===== src/rtl/hyperram_wb_arbiter.sv =====
// hyperram_wb_arbiter
// Two-master Wishbone arbiter in front of the HyperRAM controller slave port.
// Round-robin grant is held for whole cycles. A one-cycle idle gap is forced
// between owners. A stall watchdog turns a hung beat into a Wishbone error.
module hyperram_wb_arbiter #(
    parameter int ADR_W   = 30,
    parameter int DAT_W   = 32,
    parameter int SEL_W   = DAT_W / 8,
    parameter int TIMEOUT = 1024
) (
    input  logic             clock,
    input  logic             reset_n,
    // master 0 (video / DMA reader)
    input  logic [ADR_W-1:0] m0_adr,
    input  logic [DAT_W-1:0] m0_dat_w,
    output logic [DAT_W-1:0] m0_dat_r,
    input  logic [SEL_W-1:0] m0_sel,
    input  logic             m0_cyc,
    input  logic             m0_stb,
    input  logic             m0_we,
    input  logic [2:0]       m0_cti,
    input  logic [1:0]       m0_bte,
    output logic             m0_ack,
    output logic             m0_err,
    // master 1 (CPU / debug bridge)
    input  logic [ADR_W-1:0] m1_adr,
    input  logic [DAT_W-1:0] m1_dat_w,
    output logic [DAT_W-1:0] m1_dat_r,
    input  logic [SEL_W-1:0] m1_sel,
    input  logic             m1_cyc,
    input  logic             m1_stb,
    input  logic             m1_we,
    input  logic [2:0]       m1_cti,
    input  logic [1:0]       m1_bte,
    output logic             m1_ack,
    output logic             m1_err,
    // slave port towards the HyperRAM controller
    output logic [ADR_W-1:0] s_adr,
    output logic [DAT_W-1:0] s_dat_w,
    input  logic [DAT_W-1:0] s_dat_r,
    output logic [SEL_W-1:0] s_sel,
    output logic             s_cyc,
    output logic             s_stb,
    output logic             s_we,
    output logic [2:0]       s_cti,
    output logic [1:0]       s_bte,
    input  logic             s_ack,
    input  logic             s_err,
    // one-hot current owner
    output logic [1:0]       grant
);

    // Counter only has to reach TIMEOUT-1.
    localparam int WD_W = (TIMEOUT > 1) ? $clog2(TIMEOUT) : 1;
    localparam logic [WD_W-1:0] WD_LAST = (TIMEOUT > 0) ? WD_W'(TIMEOUT - 1) : '0;

    typedef enum logic [1:0] {IDLE, GNT0, GNT1, GAP} state_t;

    state_t            state_reg, state_next;
    logic              last_reg, last_next;
    logic [WD_W-1:0]   wdog_reg, wdog_next;

    logic granted;
    logic own1;
    logic own_cyc;
    logic own_stb;
    logic expire;

    assign granted = (state_reg == GNT0) || (state_reg == GNT1);
    assign own1    = (state_reg == GNT1);
    assign own_cyc = own1 ? m1_cyc : m0_cyc;
    assign own_stb = own1 ? m1_stb : m0_stb;
    // A simultaneous slave ack/err always beats the watchdog.
    assign expire  = (TIMEOUT > 0) && granted && own_cyc && own_stb &&
                     !s_ack && !s_err && (wdog_reg == WD_LAST);

    // State, round-robin history and watchdog registers.
    always_ff @(posedge clock or negedge reset_n) begin
        if (!reset_n) begin
            state_reg <= IDLE;
            last_reg  <= 1'b1;
            wdog_reg  <= '0;
        end else begin
            state_reg <= state_next;
            last_reg  <= last_next;
            wdog_reg  <= wdog_next;
        end
    end

    // Next-state: arbitrate from IDLE/GAP, release the grant only when the owner drops cyc or times out.
    always_comb begin
        state_next = state_reg;
        last_next  = last_reg;
        case (state_reg)
            IDLE, GAP: begin
                if (m0_cyc && m1_cyc)
                    state_next = last_reg ? GNT0 : GNT1;
                else if (m0_cyc)
                    state_next = GNT0;
                else if (m1_cyc)
                    state_next = GNT1;
                else
                    state_next = IDLE;
            end
            GNT0, GNT1: begin
                if (!own_cyc || expire) begin
                    state_next = GAP;
                    last_next  = own1;
                end
            end
            default: state_next = IDLE;
        endcase
    end

    // Watchdog counts consecutive strobed beats still waiting for a termination.
    always_comb begin
        if (TIMEOUT == 0 || !granted || expire || s_ack || s_err || !own_cyc || !own_stb)
            wdog_next = '0;
        else
            wdog_next = wdog_reg + 1'b1;
    end

    // Slave-side mux and termination routing; the non-owner never sees ack/err.
    always_comb begin
        s_adr    = '0;
        s_dat_w  = '0;
        s_sel    = '0;
        s_cyc    = 1'b0;
        s_stb    = 1'b0;
        s_we     = 1'b0;
        s_cti    = '0;
        s_bte    = '0;
        m0_ack   = 1'b0;
        m0_err   = 1'b0;
        m1_ack   = 1'b0;
        m1_err   = 1'b0;
        grant    = 2'b00;
        m0_dat_r = s_dat_r;
        m1_dat_r = s_dat_r;
        if (granted) begin
            s_adr   = own1 ? m1_adr   : m0_adr;
            s_dat_w = own1 ? m1_dat_w : m0_dat_w;
            s_sel   = own1 ? m1_sel   : m0_sel;
            s_we    = own1 ? m1_we    : m0_we;
            s_cti   = own1 ? m1_cti   : m0_cti;
            s_bte   = own1 ? m1_bte   : m0_bte;
            s_cyc   = own_cyc & ~expire;
            s_stb   = own_stb & ~expire;
            grant   = own1 ? 2'b10 : 2'b01;
            if (own1) begin
                m1_ack = s_ack;
                m1_err = s_err | expire;
            end else begin
                m0_ack = s_ack;
                m0_err = s_err | expire;
            end
        end
    end

endmodule


===== config.mk =====
export PLATFORM = sky130hd
export DESIGN_NAME = hyperram_wb_arbiter
export DESIGN_NICKNAME = d
export VERILOG_FILES = /design/src/rtl/hyperram_wb_arbiter.sv
export SDC_FILE = /design/constraint.sdc
export NUM_CORES = 1
export LEC_CHECK = 0
export BUFFER_PORTS_ARGS = -buffer_cell sky130_fd_sc_hd__buf_2
export CELL_PAD_IN_SITES_DETAIL_PLACEMENT = 2
export CELL_PAD_IN_SITES_GLOBAL_PLACEMENT = 2
export CORE_MARGIN = 2
export CORE_UTILIZATION = 13
export CTS_BUF_LIST = sky130_fd_sc_hd__clkbuf_8
export DETAILED_ROUTE_END_ITERATION = 10
export GPL_TIMING_DRIVEN = 0
export MAX_ROUTING_LAYER = met4
export PLACE_DENSITY = 0.83
export SYNTH_ARGS = -nofsm -noshare
export SYNTH_HDL_FRONTEND = slang
export SYNTH_SLANG_ARGS = --single-unit

===== constraint.sdc =====
create_clock -name clock -period 2.24 [get_ports clock]
set_clock_uncertainty 0.05 [all_clocks]
set_input_delay 0.448 -clock clock [delete_from_list [all_inputs] [get_ports clock]]
set_output_delay 0.448 -clock clock [all_outputs]
set_load 0.01 [all_outputs]

==> PnR_summary.wiki <==
{| class="wikitable"
! Metric !! Value
|-
| Status || finished, violations left
|-
| Violations in the final reports || negative setup slack
|-
| Switching power || 2730 µW
|-
| Antenna Cells || 0
|-
| CP max FO || 3
|-
| Final critical-path required period || roughly 2.4 ns
|-
| DRC violation count after routing || 0
|-
| Clock Power Share || 0.039
|-
| Gr ovfl total || 0
|-
| Top-count cell post-synth || nor2_1
|-
| Layout cell share with drive strength beyond 1 || 0.680
|-
| Via total after detailed routing || approximately 3.4k
|-
| Area growth syn-to-layout || 100%
|-
| Peak supply drop || 399 µV
|-
| I/O Pins || 328
|-
| Post-DR wirelength/cell || around 16 µm
|-
| Fraction of the mapped netlist area in compound gates || 0.0168
|-
| Number of routed nets with antenna violations || 0
|-
| Crit start category || register
|-
| Number of hold violations in the final report || 0
|-
| Root buffer selected by CTS || clkbuf_8
|-
| Average via count per standard cell || 3.96
|-
| Combinational cell fraction of total power || 0.906
|-
| Gate count after technology mapping || 305
|-
| Power, Total || about 5500 µW
|-
| Hold_buf cts || 0
|-
| Warnings, synthesis || 0
|-
| Placer Congestion || between 0.6 and 0.7
|-
| Class of the most critical setup path || register to output port
|-
| Leak Pwr || 0.00258 µW
|-
| Width of the die || about 140 µm
|-
| Top cells by area in the synthesized netlist || mux2i_1 32%, buf_4 22%, nor2_1 14%
|-
| Worst Slack Setup Final || -0.147 ns
|-
| Portion of netlist area occupied by mux cells || 0.326
|-
| Vias in the first global route || 3,391
|-
| Portion of the clock cycle consumed by the worst path in the final layout || 1.07
|-
| Post-Route Utilization || 0.267
|-
| Level count of the clock H-tree || 1
|-
| Count of pins over their slew limit || 0
|-
| Register area share after synthesis || 0.141
|-
| Post-Syn Area per Cell || 7.59 µm²
|-
| Worst Path Required || 1.74 ns
|-
| Simple-gate share of the synthesized area || 0.208
|-
| Largest area contributor in the netlist || mux2i_1
|-
| Synth Area in Adders || 0.0216
|-
| Clock sink total || 13
|-
| Upper clock frequency limit || 0.419 GHz
|-
| Number of nets in the layout || 814
|-
| Fill count || 2,146
|-
| Half-perimeter wire length of the detailed placement result || 11,100 µm
|-
| Transition time at the pin with the least slew margin || about 0.38 ns
|-
| Main flop type after synthesis || dfrtp_1
|-
| First-pass GRT wire length || 17,200 µm
|-
| Area share of xor/xnor cells in the synthesized design || 0.0303
|-
| Setup TNS Final || -1.51 ns
|-
| EDFF count, synth || 0
|-
| Proportion of power drawn by flip-flops and latches || 0.055
|-
| Async set-reset flop share out of synthesis || 1.00
|-
| Final number of setup-violating endpoints || 46
|-
| Area share of the largest cell type after synthesis || 0.316
|-
| Die Y-Extent || about 140 µm
|-
| Router iterations before antenna repair || 4
|-
| Setup repair after global routing missed its margin || yes
|-
| Main combinational cell family by area after synthesis || multiplexers
|-
| Initial antenna violation count || 0
|-
| Syn_nets || 493
|-
| Count of distinct cell types in the synthesized netlist || 32
|-
| CP Capture Type || output port
|-
| Clk Latency, worst-skew pair || 0.25 ns
|-
| DIE AREA || about 0.019 mm²
|-
| Number of buffers inserted by port buffering || 295
|-
| Headroom to the max-slew limit || 0.742
|-
| Total clock buffers created by CTS || 3
|-
| Cell types with the highest counts after synthesis || 86 x nor2_1, 73 x mux2i_1, 69 x buf_4
|-
| Maximum number of pins on one net before global-route repair || 14
|-
| Critical path arrival || 1.89 ns
|-
| Max FFs per register || 10
|-
| Initial Util || 0.133
|-
| Hold WC Path Type || input pin to async pin
|-
| Core box area || ~0.017 mm²
|-
| Clock transition at the register clock pins on the worst setup and hold paths after CTS || around 0.06 ns
|-
| Cell Pwr Density || 1190 mW/mm²
|-
| Aggregate routed wire length || 13,500 µm
|-
| Post-synthesis sequential element count || 13
|-
| Cell area after synthesis || around 0.0023 mm²
|-
| Number of rows in the core area || 48
|-
| Overall track demand over capacity in global routing || 0.119
|-
| Number of buffers on the longest clock path || 2
|-
| Maximum Capacitance Violations || 0
|-
| CTS tree || yes
|-
| Switching share of power || 0.494
|-
| Power Internal || 2790 µW
|-
| Violation count after the first detailed-route iteration || 12
|}
## area by class of cell
type                       count  area (µm²)  share of cell area
buffer                        82         683               0.148
clock inverter                 1        3.75            0.000811
multi-input combinational    205        1520               0.329
clock buffer                   3        41.3             0.00892
timing repair buffer         317        1750               0.379
sequential                    13         328              0.0708
inverter                       4        15.0             0.00324
tap                          225         282              0.0608
## path summary, 6_finish.rpt
kind,startpoint,end,slack [ns],cells after the start
min in group clock,m1_cyc,state_reg[1],0.44,3
max reg2reg,state_reg[0],last_reg,-0.05,10
max,state_reg[0],s_cyc,-0.15,7
max in group asynchronous,reset_n,last_reg,1.82,1
min,reset_n,wdog_reg[2],0.03,1
min reg2reg,wdog_reg[0],wdog_reg[0],0.44,1
## cell usage in the layout (no fill, tap or decap), types with 2 or more instances in the layout
master     netlist  routed
buf_12           0       5
clkbuf_8         0       5
nor3b_1          3       2
nor3_1           3       2
a22oi_1          2       2
dfrtp_1         12      11
mux2i_1         73      67
clkbuf_4         0       4
xor2_1           4       4
nand2_1          6       6
buf_6            0       2
buf_4           69      82
xnor2_1          4       4
clkbuf_16        0       6
inv_1            4       4
ha_4             0       2
mux2_4           0       2
mux2i_4          0       3
mux2i_2          0       3
buf_2            6     298
nand3_1          3       3
nor2_1          86      86
## power by group through the flow
| stage | sequential, µW | clock [µW] | combinational (µW) |
|---|---|---|---|
| detailed placement | 300 | 0 | 4110 |
| global route | 309 | 229 | 5450 |
| finish | 303 | 215 | 5010 |
| global placement | 296 | 0 | 4030 |
| floorplan | 291 | 0 | 2380 |
| CTS | 304 | 219 | 4450 |
## kinds of logic (layout without fill, tap and decap cells)
family,after synthesis,after routing
adders and majority gates,4,4
xor gates and xnor gates,8,8
buffers and inverters,87,407
AOI/OAI and AO/OA,6,6
and+or+nand+nor,112,112
muxes,75,75
DFF,13,13
## layer usage
| layer | vias to the layer above | track usage | part of all wire |
|---|---|---|---|
| met5 | - | - | 0 |
| met3 | 8 | 0.0221 | 0.084 |
| met4 | 0 | 0.0178 | 0.0069 |
| met2 | 179 | 0.239 | 0.56 |
| li1 | 1586 | - | - |
| met1 | 1593 | 0.122 | 0.35 |
## worst max-delay path: stages (launching register included)
cell and delay [ns]:
dfrtp_1 0.39, inv_2 0.11, ha_4 0.23, nor4b_4 0.27, nand4b_1 0.18, and2_4 0.21, nor2b_1 0.12, buf_2 0.13
## timing repair
action	in CTS	in global routing
endpoints found under the setup margin	77	75
gates cloned	0	6
setup buffers	5	11
pin swaps	5	5
gates resized for setup	41	30
## per-stage QoR
step / instances / hold slack [ns] / setup slack [ns] / cell area [µm²]
after floorplan: 305 / 0.102 / 0.254 / 2310
after global placement: 825 / 0.301 / -0.188 / 4070
after detailed placement: 825 / 0.306 / -0.215 / 4070
after CTS: 834 / 0.0432 / -0.149 / 4300
after global routing: 850 / 0.0533 / -0.220 / 4630
final: 850 / 0.0311 / -0.147 / 4630
Power figures use the tool's default switching activity.
